File: src/rtl/irq_pkg.sv
// Shared types and constants for the interrupt controller slice.
package irq_pkg;

    localparam int          N_IRQ_MAX           = 32;
    localparam logic [31:0] MCAUSE_BASE_DEFAULT = 32'h8000_0010;

    typedef enum logic [1:0] {
        IDLE,
        BUSY,
        FIN
    } irq_state_t;

endpackage

File: src/rtl/rr_arbiter.sv
// Combinational round-robin arbiter: picks the first request above ptr, wrapping.
module rr_arbiter #(
    parameter int N  = 32,
    parameter int IW = (N > 1) ? $clog2(N) : 1
) (
    input  logic [N-1:0]  req,
    input  logic [IW-1:0] ptr,
    output logic          gnt_valid,
    output logic [IW-1:0] gnt_idx
);

    logic [N-1:0]   upper;
    logic [2*N-1:0] dbl;

    always_comb begin
        upper = '0;
        for (int i = 0; i < N; i++) begin
            upper[i] = req[i] && (i > int'(ptr));
        end
    end

    // Low half holds only requests above ptr, so it wins; high half is the wrapped copy.
    assign dbl = {req, upper};

    always_comb begin
        gnt_valid = 1'b0;
        gnt_idx   = '0;
        for (int i = 2*N-1; i >= 0; i--) begin
            if (dbl[i]) begin
                gnt_valid = 1'b1;
                gnt_idx   = IW'((i >= N) ? i - N : i);
            end
        end
    end

endmodule

File: src/rtl/irq_ctrl.sv
// Interrupt controller: masks level requests, arbitrates round-robin, holds one
// interrupt toward the core until mret, then pulses finish to the serviced device.
module irq_ctrl
    import irq_pkg::*;
#(
    parameter int          N_IRQ       = 32,
    parameter logic [31:0] MCAUSE_BASE = MCAUSE_BASE_DEFAULT
) (
    input  logic             clk_i,
    input  logic             rst_i,
    input  logic [N_IRQ-1:0] int_req_i,
    input  logic [N_IRQ-1:0] mie_i,
    input  logic             int_rst_i,
    output logic             int_o,
    output logic [31:0]      mcause_o,
    output logic [N_IRQ-1:0] int_fin_o,
    output logic             error_o
);

    localparam int IW = (N_IRQ > 1) ? $clog2(N_IRQ) : 1;

    irq_state_t       state, state_n;
    logic [IW-1:0]    ptr, ptr_n;
    logic [IW-1:0]    idx, idx_n;
    logic             int_n;
    logic [31:0]      mcause_n;
    logic [N_IRQ-1:0] fin_n;
    logic             err_n;
    logic [N_IRQ-1:0] pending;
    logic             gnt_valid;
    logic [IW-1:0]    gnt_idx;

    assign pending = int_req_i & mie_i;

    rr_arbiter #(.N(N_IRQ), .IW(IW)) u_arb (
        .req       (pending),
        .ptr       (ptr),
        .gnt_valid (gnt_valid),
        .gnt_idx   (gnt_idx)
    );

    always_ff @(posedge clk_i) begin
        if (rst_i) begin
            state     <= IDLE;
            ptr       <= IW'(N_IRQ - 1);
            idx       <= '0;
            int_o     <= 1'b0;
            mcause_o  <= '0;
            int_fin_o <= '0;
            error_o   <= 1'b0;
        end else begin
            state     <= state_n;
            ptr       <= ptr_n;
            idx       <= idx_n;
            int_o     <= int_n;
            mcause_o  <= mcause_n;
            int_fin_o <= fin_n;
            error_o   <= err_n;
        end
    end

    // mret outside BUSY is a protocol violation and latches the sticky error.
    always_comb begin
        state_n  = state;
        ptr_n    = ptr;
        idx_n    = idx;
        int_n    = int_o;
        mcause_n = mcause_o;
        fin_n    = '0;
        err_n    = error_o;
        case (state)
            IDLE: begin
                if (int_rst_i) err_n = 1'b1;
                if (gnt_valid) begin
                    state_n  = BUSY;
                    idx_n    = gnt_idx;
                    int_n    = 1'b1;
                    mcause_n = MCAUSE_BASE + 32'(gnt_idx);
                end
            end
            BUSY: begin
                if (int_rst_i) begin
                    state_n = FIN;
                    int_n   = 1'b0;
                    fin_n   = N_IRQ'(1) << idx;
                    ptr_n   = idx;
                end
            end
            FIN: begin
                if (int_rst_i) err_n = 1'b1;
                state_n = IDLE;
            end
            default: state_n = IDLE;
        endcase
    end

endmodule
File: config.mk
export PLATFORM = sky130hd
export DESIGN_NAME = irq_ctrl
export DESIGN_NICKNAME = d
export VERILOG_FILES = /design/src/rtl/irq_pkg.sv /design/src/rtl/rr_arbiter.sv /design/src/rtl/irq_ctrl.sv
export SDC_FILE = /design/constraint.sdc
export NUM_CORES = 1
export LEC_CHECK = 0
export ABC_CLOCK_PERIOD_IN_PS = 2900
export CORE_MARGIN = 1
export CORE_UTILIZATION = 42
export DETAILED_ROUTE_END_ITERATION = 6
export PLACE_DENSITY_LB_ADDON = 0.25
export SYNTH_ARGS = -nofsm -noshare
export SYNTH_HDL_FRONTEND = slang
export SYNTH_SLANG_ARGS = --single-unit
export TNS_END_PERCENT = 20
File: constraint.sdc
create_clock -name clk_i -period 2.9 [get_ports clk_i]
set_input_delay 0.58 -clock clk_i [delete_from_list [all_inputs] [get_ports clk_i]]
set_output_delay 0.58 -clock clk_i [all_outputs]
set_load 0.02 [all_outputs]
==> flow_metrics.tcl, run 1 <==
set metrics [dict create \
    timing.rr.start "ptr[1]$_SDFFE_PP1P_" \
    rrSetupSlack_ns 0.39 \
    numClockSinks 48 \
    grt_use_met2_pct 49.1 \
    r2r_cells 8 \
    post-route-util_pct 65.6 \
    synth.mux.area_fraction_pct 1.67 \
    synth_compound_area_share_pct 27.3 \
    maxCapViolCount 0 \
    post_cts_buffers 0 \
    fin_ws_ns 0.173 \
    period_needed_ns 2.73 \
    crit_arrival_ns 2.96 \
    netlist.area_leader.share_pct 32.1 \
    grt_busiest_layer "met2" \
    finalSetupViolCount 0 \
    worstPathRequired_ns 3.13 \
    drtIter0Drc 275 \
    fill_cells 636 \
    vias 3530 \
    ys_types 61 \
    pwr_density_cell_nw_per_um2 418 \
    gp_congestion 0.958 \
    synthAdderAreaFrac_pct 0.668 \
    yosysSeqAreaShare_pct 32.1 \
    synth_xor_area_share_pct 0 \
    num-nets-final 610 \
    status "finished, final reports clean" \
    min_delay_path_depth 2 \
    totalWireLength_um 10200 \
    areaGrowthSynthToFinish_pct 49.7 \
    grt_util_met1_pct 35.8 \
    worstSetupPathType "in2reg" \
    startpoint "mie_i[23]" \
    worst_pin_slew_ns 0.541 \
    diodes 0 \
    clkLatencyLatePin_ns 0.30 \
    seq_area_um2 961 \
    numCtsBuffers 5 \
    yosysWarnings 0 \
    cp-end-kind "flip-flop" \
    path_clk_slew_ns 0.09 \
    grt_usage_pct 27.9 \
    first_pass_iters 5 \
    drc 0 \
    dpl_worst_slack_ns -0.0867 \
    cts_tree "built" \
    viasPerCell 5.52 \
    hold_path_end "mcause_o[31]$_SDFFE_PP0P_" \
    synth_edf_count 0 \
    pin_count 133 \
    syn-cell-area_um2 3000 \
    drive_above_1_share_pct 12.1 \
    drtAntennaViolNets 0 \
    cts.path.max_buffers 2 \
    die_h_um 86.5 \
    core_um2 6830 \
    slew_viol_final 0 \
    design_area_um2 4480 \
    synth-seq-cells 48 \
    slew_headroom_pct 63.7 \
    core.rowCount 30 \
    met3_usage_pct 5.43 \
    port_buffers 107 \
    die_area_um2 7470 \
    start_kind "input port" \
    start_util_pct 43.8 \
    r2r-end "mcause_o[4]$_SDFFE_PP0P_" \
    grt-ovfl-total 0 \
    min_from "mcause_o[31]$_SDFFE_PP0P_" \
    routedWlPerCell_um 15.9 \
    synth-simple-area-share_pct 28.6 \
    hp-class "reg2reg" \
    grt_pass1_vias 3326 \
    antenna_found_initial 0 \
    final_cell_mix "107 x clkdlybuf4s50_1, 60 x nor2_1, 59 x nand2_1" \
    synthesis.instances 400 \
    ctsResizeCount 0 \
    htreeDepth 2 \
    synth_top_family_by_area "simple AND/OR/NAND/NOR gates" \
    yosysTopAreaCell "dfxtp_1" \
    grt_first_pass_wirelength_um 16200 \
    synth_async_sr_flop_share_pct 0 \
    syn-mean-instance-area_um2 7.49 \
    root_buffer "clkbuf_8" \
    p_leak_nw 1.83 \
    skew_ns 0.00475 \
    period_share_pct 94.1 \
    place_hpwl_um 8370 \
    hold_violations 0 \
    grt_max_degree 18 \
    final_common_cell "clkdlybuf4s50_1" \
    die_w_um 86.5 \
    whs_ns 0.470 \
    synth_flop_cell "dfxtp_1" \
    multi_input_area_um2 1840 \
    yosys-top-cells-area "dfxtp_1 32%, nor2_1 7.5%, nand2_1 7.4%" \
    rsz0062_at_grt "no" \
    ir_drop_v 0.000260 \
    placed_cell_area_um2 4360 \
    final.setup.tns_ns 0 \
    postCtsHoldBufs 0 \
    crit_fanout 3 \
    clock.fmax_mhz 367 \
]
[final cells by class]
cell class,instances,area share (%)
Multi-Input combinational cell,329,41.0
Tap cell,96,2.68
Clock buffer,6,1.84
Sequential cell,48,21.4
Clock inverter,2,0.865
Inverter,5,0.419
Timing Repair Buffer,154,31.8
[flip-flops by register name (all words and copies together), names as in the netlist]
register and flops:
ptr 5, mcause_o 3, state 2, int_o 1, int_fin_o 32, error_o 1, idx 4
[through the flow]
| step | instances | total power [mW] |
|---|---|---|
| finish | 640 | 1.87 |
| floorplan | 424 | 1.10 |
| CTS | 640 | 1.87 |
| global route | 640 | 1.96 |
| detailed placement | 632 | 1.37 |
| global placement | 632 | 1.36 |
[synthesized netlist by cell type, types with 6 or more instances]
cell      number
o21ai_0        9
nor3_1         7
a21oi_1       25
nand3_1       17
buf_2          7
nand2_1       59
dfxtp_1       48
a22oi_1       15
a211oi_1       6
and2_1         8
a22o_1         6
nor2_1        60
nand4_1        6
buf_4         25
[worst max-delay path, cell delays in order]
cell	delay, ns
clkdlybuf4s50_1	0.52
nand2_1	0.10
maj3_1	0.35
a311oi_1	0.39
buf_4	0.18
a21oi_1	0.04
a2111oi_0	0.42
nand3_1	0.20
a21oi_1	0.18
[report_power, final]
part           internal (mW)  switching (mW)  leakage [nW]  total [mW]
Clock                  0.282           0.222        0.0614       0.504
Combinational          0.296           0.338          1.38       0.635
Sequential             0.688          0.0472         0.390       0.736
Total                   1.27           0.608          1.83        1.87
[worst max-delay path by stage]
stage	depth (start not counted)	slack, ns	end
5_1_grt	9	0.11	idx[0]$_SDFFE_PP0P_
3_5_place_dp	9	-0.09	idx[1]$_SDFFE_PP0P_
6_report	9	0.17	idx[0]$_SDFFE_PP0P_
2_1_floorplan	8	0.45	idx[1]$_SDFFE_PP0P_
3_3_place_gp	9	-0.04	idx[1]$_SDFFE_PP0P_
4_1_cts	9	0.22	idx[1]$_SDFFE_PP0P_
[per-layer routing]
metal,wire [um],up-vias
met3,664,19
met5,0,-
met2,4920,163
met1,4480,1656
met4,140,0
li1,-,1692
[cell families after synthesis]
group / Yosys count
buffers and inverters: 47
AND/OR/NAND/NOR: 186
AO/OA/AOI/OAI: 111
flip-flops: 48
adder cells (fa/ha/maj): 2
other: 1
multiplexers: 5
No activity file was read; power rests on OpenSTA's default activity.
==> run 2, diff against run 1 <==
CTS_CLUSTER_SIZE = 40   (was unset)
==> results of run 2 <==
No change in the layout: final DEF, timing and power equal those of run 1.
